`src/rtl/cnt_fnd_scan.sv`:
```
`default_nettype none
// ============================================================================
//  Module      : cnt_fnd_scan
//  Description : Shows a 4-bit count (0..15) as a decimal number on a 4-digit
//                common-anode multiplexed 7-segment display. The module has
//                its own refresh prescaler and digit-scan counter. It takes a
//                snapshot of the count once per scan frame so that a frame
//                never mixes two different values.
//  Revision    : 1.0  initial release
// ============================================================================
module cnt_fnd_scan #(
    parameter int DIV = 100000              // clock cycles per digit slot
) (
    input  logic       clk,
    input  logic       reset_n,
    input  logic [3:0] i_cnt,
    input  logic       i_blank,
    output logic [3:0] o_fnd_com,
    output logic [7:0] o_fnd_data,
    output logic       o_frame_tick
);

    // Prescaler width; a DIV of 1 still needs one bit, which is held at 0
    localparam int             c_PRE_W   = (DIV > 1) ? $clog2(DIV) : 1;
    localparam logic [c_PRE_W-1:0] c_PRE_MAX = c_PRE_W'(DIV - 1);

    localparam logic [7:0] c_SEG_BLANK = 8'hFF;
    localparam logic [7:0] c_SEG_ONE   = 8'hF9;

    logic [c_PRE_W-1:0] r_pre_cnt;
    logic [1:0]         r_idx;
    logic [3:0]         r_snap;

    logic               w_tick;
    logic               w_snap_take;
    logic [1:0]         w_idx_nxt;
    logic [3:0]         w_snap_nxt;
    logic [3:0]         w_ones;
    logic               w_tens;
    logic [3:0]         w_com_nxt;
    logic [7:0]         w_data_nxt;

    // Active-low segment pattern {dp,g,f,e,d,c,b,a} for one decimal digit
    function automatic logic [7:0] seg_of(input logic [3:0] digit);
        logic [7:0] code;
        case (digit)
            4'd0:    code = 8'hC0;
            4'd1:    code = 8'hF9;
            4'd2:    code = 8'hA4;
            4'd3:    code = 8'hB0;
            4'd4:    code = 8'h99;
            4'd5:    code = 8'h92;
            4'd6:    code = 8'h82;
            4'd7:    code = 8'hF8;
            4'd8:    code = 8'h80;
            4'd9:    code = 8'h90;
            default: code = 8'hFF;
        endcase
        return code;
    endfunction

    // Slot timing and the frame-boundary snapshot condition
    always_comb begin
        w_tick      = (r_pre_cnt == c_PRE_MAX);
        w_snap_take = w_tick && (r_idx == 2'd3);
        w_idx_nxt   = w_tick ? (r_idx + 2'd1) : r_idx;
        w_snap_nxt  = w_snap_take ? i_cnt : r_snap;
    end

    // Digit decode for the slot that will be shown after this edge
    always_comb begin
        w_tens     = (w_snap_nxt >= 4'd10);
        w_ones     = w_tens ? (w_snap_nxt - 4'd10) : w_snap_nxt;
        w_com_nxt  = ~(4'b0001 << w_idx_nxt);
        w_data_nxt = c_SEG_BLANK;
        case (w_idx_nxt)
            2'd0:    w_data_nxt = seg_of(w_ones);
            2'd1:    w_data_nxt = w_tens ? c_SEG_ONE : c_SEG_BLANK;
            default: w_data_nxt = c_SEG_BLANK;
        endcase
    end

    // Prescaler, scan index and per-frame snapshot; these keep running while blanked
    always_ff @(posedge clk or negedge reset_n) begin
        if (!reset_n) begin
            r_pre_cnt <= '0;
            r_idx     <= 2'd0;
            r_snap    <= 4'd0;
        end else begin
            r_pre_cnt <= w_tick ? '0 : (r_pre_cnt + c_PRE_W'(1));
            r_idx     <= w_idx_nxt;
            r_snap    <= w_snap_nxt;
        end
    end

    // Registered display outputs. Reloading the decode on every unblanked edge
    // gives the same value as holding between ticks, and it also restores the
    // current slot on the first edge after blanking ends.
    always_ff @(posedge clk or negedge reset_n) begin
        if (!reset_n) begin
            o_fnd_com    <= 4'b1110;
            o_fnd_data   <= 8'hC0;
            o_frame_tick <= 1'b0;
        end else begin
            o_frame_tick <= w_snap_take;
            if (i_blank) begin
                o_fnd_com  <= 4'b1111;
                o_fnd_data <= c_SEG_BLANK;
            end else begin
                o_fnd_com  <= w_com_nxt;
                o_fnd_data <= w_data_nxt;
            end
        end
    end

endmodule
`default_nettype wire

```
`config.mk`:
```
export PLATFORM = sky130hd
export DESIGN_NAME = cnt_fnd_scan
export DESIGN_NICKNAME = d
export VERILOG_FILES = /design/src/rtl/cnt_fnd_scan.sv
export SDC_FILE = /design/constraint.sdc
export NUM_CORES = 1
export LEC_CHECK = 0
export CAP_MARGIN = 0
export CORE_ASPECT_RATIO = 1.2
export CORE_MARGIN = 2
export CORE_UTILIZATION = 35
export DETAILED_ROUTE_END_ITERATION = 10
export GPL_ROUTABILITY_DRIVEN = 0
export PLACE_DENSITY = 0.62
export SYNTH_ARGS = -nofsm -noshare
export SYNTH_HDL_FRONTEND = slang
export SYNTH_SLANG_ARGS = --single-unit
```
`constraint.sdc`:
```
create_clock -name clk -period 3.8 [get_ports clk]
set_input_delay 0.38 -clock clk [delete_from_list [all_inputs] [get_ports clk]]
set_output_delay 0.38 -clock clk [all_outputs]
set_load 0.02 [all_outputs]
```
==> impl_metrics.env, run 1 <==
export IMPL_run_status="finished, final reports clean"
export IMPL_cts_tree="done"
export IMPL_clk_latency_ps=280
export IMPL_clk_pin_slew_ps=70
export IMPL_via_per_inst=4.89
export IMPL_p_total_uw=721
export IMPL_worstSetupStartpointType="flip-flop"
export IMPL_synthCells=163
export IMPL_tightest_slew_ps=614
export IMPL_p_switching_uw=166
export IMPL_synth_seq_cells=35
export IMPL_placed_cell_area_mm2=0.00201
export IMPL_numPlacedInstances=239
export IMPL_ctsLongestPathBuffers=2
export IMPL_maxCapViolCount=0
export IMPL_hpwl_mm=2.36
export IMPL_critPathMaxFanout=12
export IMPL_synth_cell_types=46
export IMPL_track_usage=0.131
export IMPL_final_max_slew_violation_count=0
export IMPL_vdd_ir_drop_max_mv=0.135
export IMPL_die_area_mm2=0.00562
export IMPL_root_buffer="clkbuf_8"
export IMPL_nets=198
export IMPL_slowest_delay_ps=570
export IMPL_start_util=0.359
export IMPL_required_ps=3990
export IMPL_fin_crit_sh=0.793
export IMPL_wirelength_mm=3.15
export IMPL_clock_sinks=35
export IMPL_critPathBufInv=0
export IMPL_p_int_uw=555
export IMPL_clock_fmax_mhz=332
export IMPL_hold_violations=0
export IMPL_max_slew_margin=0.588
export IMPL_critPathArrivalTime_ps=3200
export IMPL_synth_warnings=0
export IMPL_rsz0062_at_grt="false"
export IMPL_cp_end_kind="flip-flop"
export IMPL_yosysSeqAreaShare=0.500
export IMPL_layout_drive_gt1_share=0.134
export IMPL_p_seq_frac=0.533
export IMPL_drt_first_pass_iters=4
export IMPL_post_drt_wl_per_cell_um=12.7
export IMPL_grt_pass1_wl_mm=5.53
export IMPL_synth_flop_cell="dfrtp_1"
export IMPL_finalSetupTns_ps=0
export IMPL_r2r_start="r_pre_cnt[6]"
export IMPL_overflow=0
export IMPL_powerDensity_mw_per_mm2=344
export IMPL_ctsHtreeMaxLevel=2
export IMPL_grt_start_max_net_pins=36
export IMPL_period_needed_ps=3020
export IMPL_avgSynthCellArea_um2=10.8
export IMPL_areaGrowthSynthToFinish_pct=19.0
export IMPL_setup_viol=0
export IMPL_postLayoutCellArea_mm2=0.00210
export IMPL_coreArea_mm2=0.00490
export IMPL_holdWs_ps=485
export IMPL_drt_iter0_markers=52
export IMPL_drc_errors=0
export IMPL_syn_nets=175
export IMPL_synth_edff_count=0
export IMPL_antenna_found_initial=0
export IMPL_die_width_um=68.8
export IMPL_antenna_left=0
export IMPL_min_from="r_pre_cnt[0]"
export IMPL_antenna_cells=0
export IMPL_dieHeight_um=81.7
export IMPL_crit_chain="or4b_4, nor4_4, and2_4, mux2i_1, a221o_1, ha_1, o21bai_1, o21ai_1"
export IMPL_worstHoldPathType="flip-flop to flip-flop"
export IMPL_sw_frac_of_total=0.231
export IMPL_clock_skew_ps=8.55
export IMPL_critPathTopFamily="simple AND/OR/NAND/NOR gates"
export IMPL_cts_setup_buffers=0
export IMPL_async_flop_share=1.00
export IMPL_grt_pass1_vias=1252
export IMPL_ios=20
export IMPL_post_cts_resized=0
export IMPL_p_leak_uw=0.000928
export IMPL_syn_cell_area_mm2=0.00176
export IMPL_power_frac_comb=0.087
export IMPL_n_fill_cell=484
export IMPL_cp_startpoint="r_pre_cnt[6]"
export IMPL_cts_inserted_buffers=5
export IMPL_hold_buffers=0
export IMPL_setup_worst_path_class="flip-flop to flip-flop"
export IMPL_portBuffers=18
export IMPL_instances_no_fill=247
export IMPL_vias=1209
export IMPL_cpMaxStageDelayCell="or4b_4"
export IMPL_row_count=28
export IMPL_p_clk_frac=0.380
==> area by class of cell <==
| class | count | area [um2] | area share |
|---|---|---|---|
| Clock buffer | 7 | 86.3 | 0.0412 |
| Clock inverter | 1 | 5.00 | 0.00239 |
| Inverter | 5 | 18.8 | 0.00895 |
| Multi-Input combinational cell | 119 | 836 | 0.399 |
| Sequential cell | 35 | 881 | 0.420 |
| Tap cell | 60 | 75.1 | 0.0358 |
| Timing Repair Buffer | 20 | 195 | 0.0931 |
==> cells by family after synthesis <==
kind of cell	Yosys count	share of synthesized area
buffers and inverters	9	0.0256
AND/OR/NAND/NOR	67	0.214
other	1	0.00213
AO/OA/AOI/OAI	23	0.0980
XOR/XNOR	16	0.0795
multiplexers	7	0.0455
flip-flops	35	0.500
adder cells (fa/ha/maj)	5	0.0355
==> per-stage QoR <==
stage | utilization | setup WS [ps]
final | 0.428 | 785
after floorplan | - | 891
after global routing | 0.428 | 586
after detailed placement | 0.409 | 783
after CTS | 0.428 | 760
after global placement | 0.409 | 831
==> worst register-to-register path, delay by kind of cell (launching register included) <==
| kind | cells | cell delay, ps |
|---|---|---|
| AO/OA/AOI/OAI | 3 | 590 |
| flip-flops | 1 | 420 |
| adder cells (fa/ha/maj) | 1 | 250 |
| multiplexers | 1 | 370 |
| AND/OR/NAND/NOR | 3 | 1290 |
==> placed cells by master (no fill, tap or decap), drive strengths merged, types with 2 or more instances in the layout <==
cell type,n
o21ai,10
nand2,17
nor2b,4
ha,5
o211ai,3
nor4,2
xor2,8
and3,5
and2,2
a21oi,2
nor3,4
dfstp,4
inv,5
mux2i,2
nand3,6
dfrtp,31
xnor2,8
clkdlybuf4s50,18
a31oi,2
buf,2
nand2b,3
or4b,2
clkbuf,7
nand4,3
mux2,5
or3,2
nor2,13
==> registers in the layout, indices dropped and copies added (netlist names) <==
register      flops
o_fnd_com         4
o_fnd_data        7
o_frame_tick      1
r_idx             2
r_pre_cnt        17
r_snap            4
==> final timing paths <==
| check | to | slack, ps | cells past startpoint |
|---|---|---|---|
| setup / recovery | o_fnd_data[1] | 780 | 8 |
| hold / removal | r_pre_cnt[0] | 490 | 1 |
| setup reg to reg | o_fnd_data[1] | 780 | 8 |
| hold reg to reg | r_pre_cnt[0] | 490 | 1 |
| max in group asynchronous | o_fnd_com[3] | 2950 | 2 |
| min in group asynchronous | r_snap[2] | 510 | 2 |
==> cell usage after synthesis, types with 2 or more instances <==
cell      instances  area, um2
nor3_1            4       20.0
a21oi_1           2       10.0
o211ai_1          2       15.0
nand4_1           3       18.8
nor2b_1           4       25.0
xnor2_1           8       70.1
nand2_1          16       60.1
inv_1             5       18.8
and3_1            5       31.3
xor2_1            8       70.1
nor2_1           13       48.8
o21ai_0           7       35.0
a31oi_1           2       12.5
or3_1             2       12.5
o21ai_1           3       15.0
nand2b_1          3       18.8
mux2_2            4       45.0
dfrtp_1          31        776
dfstp_2           4        105
mux2i_1           2       20.0
ha_1              5       62.6
nand3_1           6       30.0
==> layer usage <==
layer	routed length [um]	GRT usage
met1	1390	0.160
met2	1640	0.223
met5	0	0
met3	79	0.0288
met4	31	0.0529
==> power by group through the flow <==
| stage | registers [uW] | clock network (uW) | logic [uW] |
|---|---|---|---|
| after floorplan | 398 | 0 | 23.9 |
| after global placement | 392 | 0 | 64.3 |
| after detailed placement | 392 | 0 | 64.2 |
| after CTS | 385 | 284 | 64.5 |
| after global routing | 385 | 295 | 70.0 |
| final | 385 | 274 | 62.5 |
Note: power is estimated with default switching activity, not from simulation.
==> run 2: changes to the inputs <==
- PLACE_DENSITY: 0.62 -> 0.64
- clock period: 3.8 -> 2.6 ns (I/O delays scaled with it)
==> run 2 against run 1 <==
The run now ends with negative setup slack left. Setup slack got worse by 910 ps. Global-route usage increased by 1.0 points. Clock skew decreased by 3.8 ps. Cell count increased by 9.7%. Wire length increased by 16%. Die area unchanged. First-iteration DRC count increased by 40%. Worst hold slack got worse by 86 ps. Sequential power increased by 46%. Combinational power increased by 65%. Fmax increased by 10%. Largest cell class unchanged.
==> impl_metrics.env, run 2 (synthesized netlist as in run 1, its figures left out) <==
export IMPL_row_count=28
export IMPL_clk_latency_ps=290
export IMPL_vdd_ir_drop_max_mv=0.187
export IMPL_ff2ff_path_depth=9
export IMPL_setup_ws_ps=-129
export IMPL_critPathMaxFanout=3
export IMPL_wl_met1_mm=1.63
export IMPL_regMostFlops="r_pre_cnt"
export IMPL_hpwl_mm=2.66
export IMPL_violations="negative setup slack"
export IMPL_dr_wl_met2_mm=1.83
export IMPL_layout_common_cells="dfrtp_1 (31), buf_4 (26), clkdlybuf4s50_1 (18), nand2_1 (15), nor2_1 (13)"
export IMPL_hold_violations=0
export IMPL_run_status="finished with violations"
export IMPL_timing_rr_end="o_fnd_data[3]"
export IMPL_ios=20
export IMPL_critPathArrivalTime_ps=2900
export IMPL_dieHeight_um=81.7
export IMPL_maxCapViolCount=0
export IMPL_root_buffer="clkbuf_8"
export IMPL_highest_layer="met4"
export IMPL_coreArea_mm2=0.00490
export IMPL_powerDensity_mw_per_mm2=455
export IMPL_cp_end_kind="flip-flop"
export IMPL_ctsHtreeMaxLevel=2
export IMPL_setup_viol=5
export IMPL_p_total_uw=1040
export IMPL_clk_pin_slew_ps=70
export IMPL_antenna_cells=0
export IMPL_r2r_start="r_pre_cnt[6]"
export IMPL_grt_start_max_net_pins=36
export IMPL_clock_fmax_mhz=366
export IMPL_layout_drive_gt1_share=0.251
export IMPL_drt_iter0_markers=73
export IMPL_largest_register_ffs=17
export IMPL_drc_errors=0
export IMPL_grt_pass1_vias=1299
export IMPL_clock_sinks=35
export IMPL_setup_worst_path_class="flip-flop to flip-flop"
export IMPL_worstSetupStartpointType="flip-flop"
export IMPL_wirelength_mm=3.65
export IMPL_start_util=0.359
export IMPL_nets=222
export IMPL_antenna_found_initial=0
export IMPL_antenna_left=0
export IMPL_finalSetupTns_ps=-385
export IMPL_post_drt_wl_per_cell_um=13.5
export IMPL_vias=1336
export IMPL_fin_crit_sh=1.05
export IMPL_ctsLongestPathBuffers=2
export IMPL_clock_skew_ps=4.72
export IMPL_track_usage=0.142
export IMPL_p_leak_uw=0.00105
export IMPL_period_needed_ps=2730
export IMPL_cts_inserted_buffers=5
export IMPL_die_width_um=68.8
export IMPL_cts_tree="done"
export IMPL_holdWs_ps=399
export IMPL_worstHoldPathType="input port to async pin"
export IMPL_required_ps=2770
export IMPL_via_per_inst=4.93
export IMPL_reg_top3="r_pre_cnt (17), o_fnd_data (7)"
export IMPL_r2r_setup_slack_ps=-130
export IMPL_drt_first_pass_iters=4
export IMPL_grt_pass1_wl_mm=5.87
export IMPL_final_max_slew_violation_count=0
export IMPL_die_area_mm2=0.00562
export IMPL_wl_met3_um=100
export IMPL_rsz0062_at_grt="true"
export IMPL_layout_cells_most_common="dfrtp_1"
export IMPL_portBuffers=18
export IMPL_overflow=0
export IMPL_areaGrowthSynthToFinish_pct=29.7
run 2: metrics by stage:
step | utilization | area [um2] | worst slack [ps] | std cells
finish | 0.466 | 2280 | -129 | 271
global route | 0.466 | 2280 | -200 | 271
CTS | 0.459 | 2250 | -85.2 | 268
detailed placement | 0.441 | 2160 | -70.6 | 259
global placement | 0.441 | 2160 | -39.8 | 259
floorplan | - | 1770 | -187 | 163
run 2: critical path, stage by stage (launching register included):
cell	delay (ps)
dfrtp_1	380
or4b_4	560
nor4_4	330
nand2_4	80
mux2_4	320
a221o_1	350
ha_1	300
inv_1	50
a211oi_2	160
o21ai_1	90
run 2: how the worst max path moves through the flow:
stage / from / end / depth (start not counted)
global route: r_pre_cnt[6] / o_fnd_data[3] / 9
detailed placement: r_pre_cnt[13] / o_fnd_data[3] / 9
global placement: r_pre_cnt[13] / o_fnd_data[3] / 9
CTS: r_pre_cnt[12] / o_fnd_data[3] / 9
finish: r_pre_cnt[6] / o_fnd_data[3] / 9
floorplan: r_pre_cnt[13] / o_fnd_data[3] / 9
run 2: layout make-up:
class	instances	area (um2)
Fill cell	494	2620
Sequential cell	35	881
Multi-Input combinational cell	119	853
Timing Repair Buffer	44	375
Clock buffer	7	76.3
Tap cell	60	75.1
Inverter	5	18.8
Clock inverter	1	5.00
run 2: repair_timing:
item | 4_1_cts | 5_1_grt
endpoints found under the setup margin | 4 | 6
pin swaps | 2 | 5
setup buffers | 1 | 3
hold buffers | 0 | 0
gates resized for setup | 0 | 4
run 2: power breakdown:
group          total, uW  internal, uW  switching (uW)
sequential           562           556            5.80
clock                376           188             188
combinational        103          47.2            55.6
total               1040           791             249
run 2: per-layer routing:
layer | vias up | GRT usage
met2 | 21 | 0.223
met3 | 8 | 0.0288
met5 | - | 0
met4 | 0 | 0.0647
met1 | 646 | 0.186
li1 | 661 | -
==> run 3: changes to the inputs <==
--- a/config.mk
+++ b/config.mk
@@ -9,3 +9,2 @@
 export CORE_ASPECT_RATIO = 1.2
-export CORE_MARGIN = 2
 export CORE_UTILIZATION = 35
@@ -14,2 +13,3 @@
 export PLACE_DENSITY = 0.64
+export RECOVER_POWER = 25
 export SYNTH_ARGS = -nofsm -noshare
--- a/constraint.sdc
+++ b/constraint.sdc
@@ -3,2 +3,2 @@
 set_output_delay 0.26 -clock clk [all_outputs]
-set_load 0.02 [all_outputs]
+set_load 0.005 [all_outputs]
==> run 3 against run 2 <==
Total power increased by 0.81%. Wire length decreased by 6.4%. The run ends with max-capacitance violations, max-slew violations, negative setup slack left. Fmax increased by 1.5%. Die area decreased by 5.3%. Critical path type unchanged. Combinational power decreased by 16%. Worst hold slack improved by 110 ps. Flip-flop and latch count unchanged.
==> impl_metrics.env, run 3 (synthesized netlist as in run 1, its figures left out) <==
export IMPL_wirelength_mm=3.42
export IMPL_clock_sinks=35
export IMPL_dieHeight_um=79.7
export IMPL_post_drt_wl_per_cell_um=12.8
export IMPL_critPathBufInv=2
export IMPL_nets=221
export IMPL_p_leak_uw=0.00105
export IMPL_antenna_cells=0
export IMPL_areaGrowthSynthToFinish_pct=29.0
export IMPL_clock_skew_ps=10.4
export IMPL_p_seq_frac=0.536
export IMPL_via_per_inst=4.98
export IMPL_hpwl_mm=2.57
export IMPL_instances_no_fill=268
export IMPL_p_int_uw=815
export IMPL_final_max_slew_violation_count=36
export IMPL_setup_ws_ps=-88.3
export IMPL_period_needed_ps=2690
export IMPL_critPathArrivalTime_ps=2850
export IMPL_fin_crit_sh=1.03
export IMPL_power_frac_comb=0.082
export IMPL_setup_viol=4
export IMPL_ctsHtreeMaxLevel=2
export IMPL_clk_pin_slew_ps=80
export IMPL_critPathTopFamily="simple AND/OR/NAND/NOR gates"
export IMPL_max_slew_margin=-0.235
export IMPL_run_status="finished with violations"
export IMPL_n_fill_cell=462
export IMPL_vdd_ir_drop_max_mv=0.213
export IMPL_clk_latency_ps=280
export IMPL_grt_pass1_vias=1398
export IMPL_regMostFlops="r_pre_cnt"
export IMPL_die_width_um=66.8
export IMPL_required_ps=2760
export IMPL_root_buffer="clkbuf_8"
export IMPL_start_util=0.375
export IMPL_layout_common_cells="dfrtp_1 (31), buf_4 (24), clkdlybuf4s50_1 (18), nand2_1 (16), nor2_1 (13)"
export IMPL_tightest_slew_ps=1850
export IMPL_clock_fmax_mhz=372
export IMPL_antenna_found_initial=0
export IMPL_portBuffers=18
export IMPL_reg_top3="r_pre_cnt (17), o_fnd_data (7)"
export IMPL_grt_pass1_wl_mm=6.24
export IMPL_layout_drive_gt1_share=0.233
export IMPL_p_clk_frac=0.382
export IMPL_setup_worst_path_class="flip-flop to flip-flop"
export IMPL_crit_chain="or4b_4, nor4_4, buf_4, nand2_4, mux2_4, a221o_1, ha_1, inv_1, a211oi_2, o21ai_1"
export IMPL_numPlacedInstances=260
export IMPL_hold_depth=1
export IMPL_p_switching_uw=234
export IMPL_cts_setup_buffers=0
export IMPL_ios=20
export IMPL_ff2ff_path_depth=10
export IMPL_cts_tree="done"
export IMPL_cpMaxStageDelayCell="or4b_4"
export IMPL_ctsLongestPathBuffers=2
export IMPL_sw_frac_of_total=0.223
export IMPL_drc_errors=0
export IMPL_row_count=27
export IMPL_track_usage=0.156
export IMPL_worstHoldPathType="flip-flop to flip-flop"
export IMPL_overflow=0
export IMPL_violations="max-capacitance violations, max-slew violations, negative setup slack"
export IMPL_coreArea_mm2=0.00470
export IMPL_antenna_left=0
export IMPL_rsz0062_at_grt="true"
export IMPL_grt_start_max_net_pins=36
export IMPL_vias=1335
export IMPL_hold_buffers=0
export IMPL_cp_end_kind="flip-flop"
export IMPL_maxCapViolCount=1
export IMPL_worstSetupStartpointType="flip-flop"
export IMPL_hold_violations=0
export IMPL_p_total_uw=1050
export IMPL_drt_iter0_markers=86
export IMPL_powerDensity_mw_per_mm2=462
export IMPL_holdWs_ps=511
export IMPL_slowest_delay_ps=560
export IMPL_layout_cells_most_common="dfrtp_1"
export IMPL_die_area_mm2=0.00532
export IMPL_largest_register_ffs=17
export IMPL_cts_inserted_buffers=5
export IMPL_path_depth=10
export IMPL_drt_first_pass_iters=4
export IMPL_critPathMaxFanout=4
[run 3: cell count changes in the layout (fill, tap and decap cells not counted), sizes merged]
cell | before | now
buf | 26 | 24
clkbuf | 7 | 8
[run 3: power by group through the flow]
stage	Sequential, uW	Combinational, uW	Clock (uW)
floorplan	571	35.3	0
global route	563	97.5	440
global placement	572	88.6	0
CTS	562	89.4	417
detailed placement	572	89.0	0
finish	562	86.4	400
[run 3: layout make-up]
class | instances | area [um2] | share of cell area
timing repair buffer | 43 | 364 | 0.160
tap | 58 | 72.6 | 0.0319
clock inverter | 1 | 5.00 | 0.00220
sequential | 35 | 881 | 0.388
clock buffer | 7 | 86.3 | 0.0380
multi-input combinational | 119 | 845 | 0.372
inverter | 5 | 18.8 | 0.00826
[run 3: metrics by stage]
| step | worst slack (ps) | util | instance area, um2 | setup TNS (ps) |
|---|---|---|---|---|
| finish | -88.3 | 0.484 | 2270 | -188 |
| global route | -224 | 0.484 | 2270 | -898 |
| CTS | -104 | 0.485 | 2280 | -242 |
| detailed placement | -91.7 | 0.465 | 2180 | -177 |
| global placement | -77.5 | 0.465 | 2180 | -148 |
| floorplan | -187 | - | 1770 | -484 |
[run 3: path summary, 6_finish.rpt]
check | start | endpoint | slack (ps)
max | r_pre_cnt[13] | o_fnd_data[3] | -90
min | r_pre_cnt[4] | r_pre_cnt[4] | 510
max reg2reg | r_pre_cnt[13] | o_fnd_data[3] | -90
min reg2reg | r_pre_cnt[4] | r_pre_cnt[4] | 510
max in group asynchronous | reset_n | r_idx[0] | 580
min in group asynchronous | reset_n | r_pre_cnt[9] | 940
[run 3: metal layers]
metal	global-route usage	vias to the layer above	part of all wire
met5	0	-	0
met4	0.0574	0	0.016
met3	0.0386	6	0.030
met2	0.260	24	0.49
met1	0.193	643	0.46
li1	-	662	-
[run 3: timing repair]
action / 4_1_cts / 5_1_grt
setup endpoints to repair: 4 / 6
gates cloned: 0 / 0
pin swaps: 1 / 2
gates resized for setup: 0 / 1
